**config.mk**
```make
export PLATFORM = sky130hd
export DESIGN_NAME = noc_rr_port_arbiter
export DESIGN_NICKNAME = d
export VERILOG_FILES = /design/src/rtl/noc_arb_pkg.sv /design/src/rtl/rr_pick_from_ptr.sv /design/src/rtl/noc_rr_port_arbiter.sv
export SDC_FILE = /design/constraint.sdc
export NUM_CORES = 1
export LEC_CHECK = 0
export ABC_AREA = 1
export BUFFER_PORTS_ARGS = -buffer_cell sky130_fd_sc_hd__buf_2
export CORE_UTILIZATION = 38
export CTS_BUF_LIST = sky130_fd_sc_hd__clkbuf_4 sky130_fd_sc_hd__clkbuf_8
export DETAILED_ROUTE_END_ITERATION = 12
export PLACE_DENSITY_LB_ADDON = 0.25
export SLEW_MARGIN = 20
export SYNTH_ARGS = -nofsm -noshare
export SYNTH_HDL_FRONTEND = slang
export SYNTH_SLANG_ARGS = --single-unit
```
**constraint.sdc**
```tcl
create_clock -name clk -period 3 [get_ports clk]
set_input_delay 0.15 -clock clk [delete_from_list [all_inputs] [get_ports clk]]
set_output_delay 0.15 -clock clk [all_outputs]
set_load 0.05 [all_outputs]
```
**src/rtl/noc_arb_pkg.sv**
```systemverilog
// Shared definitions for the NoC router output-port arbiters:
// direction codes, default address width and the arbiter state type.
package noc_arb_pkg;

   // Next-hop direction codes carried with each head flit
   localparam int DIR_N = 0;
   localparam int DIR_S = 1;
   localparam int DIR_W = 2;
   localparam int DIR_E = 3;
   localparam int DIR_L = 4;

   // Default width of a next-hop direction code
   localparam int NOC_ADDR_W = 3;

   // Per-port arbitration state: free, or locked to one wormhole packet
   typedef enum logic {
      IDLE = 1'b0,
      BUSY = 1'b1
   } arb_state_t;

endpackage : noc_arb_pkg

```
**src/rtl/rr_pick_from_ptr.sv**
```systemverilog
// Rotating-priority picker: returns the first set desire bit found when
// scanning from ptr upward with wrap at NUM_REQ. Purely combinational,
// built as a double-width rotate followed by a lowest-bit priority encoder.
module rr_pick_from_ptr #(
   parameter int NUM_REQ = 4,
   parameter int IDX_W   = $clog2(NUM_REQ)
) (
   input  logic [NUM_REQ-1:0] desire,
   input  logic [IDX_W-1:0]   ptr,
   output logic [NUM_REQ-1:0] pick,
   output logic [IDX_W-1:0]   idx,
   output logic               any
);

   logic [2*NUM_REQ-1:0] dbl;
   logic [NUM_REQ-1:0]   rot;
   logic [IDX_W-1:0]     off;
   logic [IDX_W:0]       sum;

   // Rotate so that bit 0 is the requester at ptr, encode, then rotate back
   always_comb begin
      // NOTE: every variable gets a default before any conditional update so no latch is inferred.
      off = '0;
      pick = '0;
      dbl = {desire, desire};
      rot = dbl[ptr +: NUM_REQ];
      any = |desire;
      for (int k = NUM_REQ - 1; k >= 0; k--) begin
         if (rot[k]) off = IDX_W'(k);
      end
      // Wrap at NUM_REQ, not 2^IDX_W, so non-power-of-two sizes stay in range
      sum = {1'b0, ptr} + {1'b0, off};
      if (sum >= (IDX_W + 1)'(NUM_REQ)) sum = sum - (IDX_W + 1)'(NUM_REQ);
      idx = sum[IDX_W-1:0];
      if (any) pick[idx] = 1'b1;
   end

endmodule : rr_pick_from_ptr

```
**src/rtl/noc_rr_port_arbiter.sv**
```systemverilog
// Round-robin arbiter for one router output port. Decodes each requester's
// next-hop code against PORT_ID, grants in rotating-priority order and holds
// the grant until the packet tail is released.
// Optional feature macro: NOC_ARB_HOLD_TIMEOUT_EN (forced release after a
// bounded hold time, with a hold_timeout_o pulse).
module noc_rr_port_arbiter
   import noc_arb_pkg::*;
#(
   parameter int                              NUM_REQ = 4,
   parameter int                              ADDR_W  = NOC_ADDR_W,
   parameter logic [ADDR_W-1:0]               PORT_ID = ADDR_W'(DIR_N),
   localparam int                             IDX_W   = $clog2(NUM_REQ)
) (
   input  logic                      clk,
   input  logic                      reset,
   input  logic [NUM_REQ*ADDR_W-1:0] req_nexthop_addr_i,
   input  logic [NUM_REQ-1:0]        req_valid_i,
   input  logic                      release_i,
   output logic [NUM_REQ-1:0]        grant_o,
   output logic                      grant_valid_o,
   output logic [IDX_W-1:0]          grant_idx_o,
`ifdef NOC_ARB_HOLD_TIMEOUT_EN
   output logic                      hold_timeout_o,
`endif
   output logic [IDX_W-1:0]          rr_ptr_o
);

   arb_state_t           state;
   logic [NUM_REQ-1:0]   desire;
   logic [NUM_REQ-1:0]   pick;
   logic [IDX_W-1:0]     pick_idx;
   logic                 pick_any;
   logic [IDX_W-1:0]     ptr_adv;
   logic [IDX_W-1:0]     ptr_sel;
   logic                 rel;

`ifdef NOC_ARB_HOLD_TIMEOUT_EN
   localparam int MAX_HOLD = 16;
   localparam int HOLD_W   = $clog2(MAX_HOLD);
   logic [HOLD_W-1:0] hold_cnt;
   logic              timeout_hit;
`endif

   // A requester wants this port when it is valid and its next hop matches
   always_comb begin
      for (int i = 0; i < NUM_REQ; i++) begin
         desire[i] = req_valid_i[i] && (req_nexthop_addr_i[i*ADDR_W +: ADDR_W] == PORT_ID);
      end
   end

   // Release condition, pointer successor and the pointer used for this edge's pick
   always_comb begin
`ifdef NOC_ARB_HOLD_TIMEOUT_EN
      timeout_hit = (hold_cnt == HOLD_W'(MAX_HOLD - 1)) && !release_i;
      rel = release_i || timeout_hit;
`else
      rel = release_i;
`endif
      ptr_adv = (grant_idx_o == IDX_W'(NUM_REQ - 1)) ? '0 : grant_idx_o + 1'b1;
      // On a release the re-arbitration already uses the advanced pointer
      ptr_sel = (state == BUSY && rel) ? ptr_adv : rr_ptr_o;
   end

   rr_pick_from_ptr #(
      .NUM_REQ (NUM_REQ),
      .IDX_W   (IDX_W)
   ) u_pick (
      .desire (desire),
      .ptr    (ptr_sel),
      .pick   (pick),
      .idx    (pick_idx),
      .any    (pick_any)
   );

   // Grant FSM: lock on a pick in IDLE, hold in BUSY until release, hand off without a bubble
   always_ff @(posedge clk) begin
      // NOTE: state is updated with non-blocking assignments so every register samples pre-edge values.
      if (reset) begin
         state         <= IDLE;
         grant_o       <= '0;
         grant_valid_o <= 1'b0;
         grant_idx_o   <= '0;
         rr_ptr_o      <= '0;
`ifdef NOC_ARB_HOLD_TIMEOUT_EN
         hold_cnt       <= '0;
         hold_timeout_o <= 1'b0;
`endif
      end else begin
`ifdef NOC_ARB_HOLD_TIMEOUT_EN
         hold_timeout_o <= 1'b0;
`endif
         case (state)
            IDLE: begin
               if (pick_any) begin
                  state         <= BUSY;
                  grant_o       <= pick;
                  grant_valid_o <= 1'b1;
                  grant_idx_o   <= pick_idx;
`ifdef NOC_ARB_HOLD_TIMEOUT_EN
                  hold_cnt      <= '0;
`endif
               end
            end
            BUSY: begin
               if (rel) begin
                  rr_ptr_o <= ptr_adv;
`ifdef NOC_ARB_HOLD_TIMEOUT_EN
                  hold_cnt       <= '0;
                  hold_timeout_o <= timeout_hit;
`endif
                  if (pick_any) begin
                     grant_o       <= pick;
                     grant_valid_o <= 1'b1;
                     grant_idx_o   <= pick_idx;
                  end else begin
                     state         <= IDLE;
                     grant_o       <= '0;
                     grant_valid_o <= 1'b0;
                     grant_idx_o   <= '0;
                  end
               end else begin
`ifdef NOC_ARB_HOLD_TIMEOUT_EN
                  hold_cnt <= hold_cnt + 1'b1;
`endif
               end
            end
            default: state <= IDLE;
         endcase
      end
   end

endmodule : noc_rr_port_arbiter

```
==> metrics.md <==
| Metric | Value |
|---|---|
| First-pass GRT wire length | 2540 microns |
| Cell Area, Synth | 713 sq um |
| TritonCTS buffer count | 3 |
| Die W | 45.3 microns |
| Clock-pin slew on the worst setup and hold paths | 70 ps |
| TritonRoute pass-1 iters | 4 |
| Number of port buffers | 27 |
| Syn_nets | 130 |
| Net Sw Power | 0.000171 W |
| Setup slack after layout | 693 ps |
| GR Util met3 | 6.00% |
| Clock network latency to the later pin of the worst-skew pair | 260 ps |
| Layout cells sized above 1 | 37.4% |
| WP buf/inv | 2 |
| Worst EP required | 3160 ps |
| Total track usage | 16.8% |
| Sw Ratio | 38.4% |
| Hold WC Path Type | primary input to flop |
| CTS tree | done |
| CP top delay family | adder cells |
| Grt met1 use | 19.4% |
| Crit path kind | flop to flop |
| VDD IR max | 0.350 mV |
| Post-Synthesis Cells | 109 |
| RSZ-0062 raised after global routing | false |
| Met2 usage | 30.4% |
| Comb power frac | 39.1% |
| Initial Util | 40.9% |
| Synth Register Bits | 10 |
| Cells on Worst Hold Path | 2 |
| Die H | 45.3 microns |
| Cell occurring most often along the worst timing path | nand2_2 |
| Pre-CTS setup slack | 717 ps |
| Sequential-to-total area share from yosys stat | 28.1% |
| DRC | 0 |
| Critical Path AT | 2460 ps |
| Synth warnings | 0 |
| Number of nets in the layout | 161 |
| CP Launch Type | flop |
| Layout fillers | 188 |
| Via-to-Cell Ratio | 4.55 |
| CP peak stage delay | 340 ps |
| CP max stage cell | dfxtp_1 |
| Vias | 746 |
| Storage element area | 200 sq um |
| Status | completed |
| Reg2reg start | grant_idx_o[0]$_SDFFE_PP0P_ |
| Worst-Margin Slew | 380 ps |
| Hold Buf Count CTS | 0 |
| H-tree levels | 1 |
| Dpl cells | 160 |
| Clock Skews | 1.46 ps |
| Post-CTS setup buffer count | 0 |
| Worst r2r path cells | 14 |
| Synthesis-to-finish area growth | 27.9% |
| Synth unique cells | 19 |
| Initial antenna violation count | 0 |
| Post-Route WL | 1560 microns |
| Reg2reg setup slack | 690 ps |
| Core box area | 0.00175 sq mm |
| Syn_area_per_cell | 6.54 sq um |
| Final setup violation count | 0 |
| Reg-to-Reg End | grant_o[2]$_SDFFE_PP0P_ |
| Clock root buffer | clkbuf_4 |
| Worst path cell trace | ha_1, o21ai_4, inv_2, nand3_1, nand2_2, a31oi_1, nor2_1, ha_1, xor2_1, inv_1, nand2_2, nand2_2, nand2_1, a21oi_2 |
| Post-route ant nets | 0 |
| Period minus WS final | 2310 ps |
| Num Clock Sinks | 10 |
| Leak | 0.506 nW |
| Grt total ovfl | 0 |
| Slew Viols, Final | 0 |
| Cell-internal power | 0.000274 W |
| Hpwl dp | 1230 microns |
| Largest net degree at the start of global routing | 11 |
| Start point of the worst hold path | reset |
| Footprint of the multi-input gates | 455 sq um |
| Rel. slew slack | 74.5% |
| N_diodes | 0 |
| FP Rows | 15 |
| Non-Filler Instances | 164 |
| F_max | 434 MHz |
| Period utilisation layout | 76.9% |
| I/O Pins | 28 |
| Most Used Layer, Global Route | met2 |
| Vias in the first global route | 669 |
| # resized after CTS | 0 |
| CP Max Fanout | 7 |
| Overall power | 0.000444 W |
| Clock power frac | 27.2% |
| Die area | 0.00205 sq mm |
| Routability cong. | 0.832 |
| Crit. End Element | flop |
| Initial DRC count | 14 |
| Hold Vio Cnt, Final | 0 |
| Sum Neg Setup Slack | 0 ps |
| Reg power frac | 33.7% |
| Power per cell area | 487 mW/mm^2 |
| # Max-Cap Violations | 0 |
| Clock Path Buffers | 2 |
| Average wire per standard cell | 9.50 microns |
| Worst Hold End | grant_idx_o[1]$_SDFFE_PP0P_ |
==> through the flow <==
step	utilization, %	cell area, sq um	hold WS, ps
2_1_floorplan	-	713	357
3_3_place_gp	50.2	876	452
3_5_place_dp	50.2	876	458
4_1_cts	52.3	912	173
5_1_grt	52.3	912	182
6_report	52.3	912	183
==> registers in the layout (all words and copies together), names as in the netlist <==
| signal | cells |
|---|---|
| grant_o | 4 |
| grant_idx_o | 2 |
| rr_ptr_o | 2 |
| grant_valid_o | 1 |
| state | 1 |
==> area by class of cell <==
cell class,instances,area share (%)
multi-input combinational,84,49.9
tap,25,3.43
inverter,14,5.90
clock buffer,4,3.98
timing repair buffer,27,14.8
sequential,10,21.9
==> synthesized netlist by cell type <==
| library cell | n | area share, % |
|---|---|---|
| nand4_1 | 1 | 0.88 |
| nor2_4 | 1 | 1.6 |
| nand3_1 | 14 | 9.8 |
| a31oi_1 | 1 | 0.88 |
| dfxtp_1 | 10 | 28 |
| nand3_2 | 1 | 1.4 |
| a21oi_1 | 5 | 3.5 |
| inv_2 | 1 | 0.53 |
| clkinv_2 | 1 | 0.70 |
| nor2_1 | 15 | 7.9 |
| inv_1 | 12 | 6.3 |
| a21oi_2 | 3 | 3.7 |
| nand2_2 | 10 | 8.8 |
| xor2_1 | 1 | 1.2 |
| clkbuf_1 | 1 | 0.53 |
| nand2_4 | 3 | 4.7 |
| o21ai_4 | 1 | 2.3 |
| nand2_1 | 26 | 14 |
| ha_1 | 2 | 3.5 |
==> worst max-delay path by stage <==
stage	start	end	slack, ps	cells after the start
global route	grant_idx_o[0]$_SDFFE_PP0P_	grant_o[2]$_SDFFE_PP0P_	520	16
detailed placement	grant_idx_o[0]$_SDFFE_PP0P_	grant_o[2]$_SDFFE_PP0P_	720	14
CTS	grant_idx_o[0]$_SDFFE_PP0P_	grant_o[2]$_SDFFE_PP0P_	700	14
global placement	grant_idx_o[0]$_SDFFE_PP0P_	grant_o[2]$_SDFFE_PP0P_	810	14
finish	grant_idx_o[0]$_SDFFE_PP0P_	grant_o[2]$_SDFFE_PP0P_	690	14
floorplan	grant_idx_o[0]$_SDFFE_PP0P_	grant_o[3]$_SDFFE_PP0P_	540	14
==> cells in the final DEF, fill, tap and decap left out, drive strengths merged <==
cell type and count:
a21oi 8, a31oi 1, buf 27, clkbuf 4, clkinv 1, dfxtp 10, ha 2, inv 13
nand2 39, nand3 15, nand4 1, nor2 16, o21ai 1, xor2 1
==> worst register-to-register path, stage by stage (launching register included) <==
cell,delay [ps]
dfxtp_1,340
ha_1,340
o21ai_4,260
inv_2,80
nand3_1,110
nand2_2,80
a31oi_1,150
nor2_1,60
ha_1,180
xor2_1,230
inv_1,80
nand2_2,90
nand2_2,60
nand2_1,70
a21oi_2,50
==> logic make-up (layout without fill, tap and decap cells) <==
kind of cell | after synthesis | in the layout | share of synthesized area, %
flops | 10 | 10 | 28.1
simple gates | 71 | 71 | 48.8
compound gates | 10 | 10 | 10.4
fa+ha+maj | 2 | 2 | 3.51
buf+inv | 15 | 45 | 8.07
xor+xnor | 1 | 1 | 1.23
==> power groups by stage <==
stage	registers, W	logic (W)	clock network, W
after floorplan	0.000186	0.000101	0
after global placement	0.000152	0.000170	0
after detailed placement	0.000153	0.000174	0
after CTS	0.000150	0.000174	0.000124
after global routing	0.000151	0.000192	0.000127
final	0.000150	0.000174	0.000121
==> layer usage <==
metal  up-vias  routed length (microns)
met2        24                      739
met3         2                       92
li1        405                        -
met4         0                       10
met5         -                        0
met1       315                      716
No activity file was read; power rests on OpenSTA's default activity.
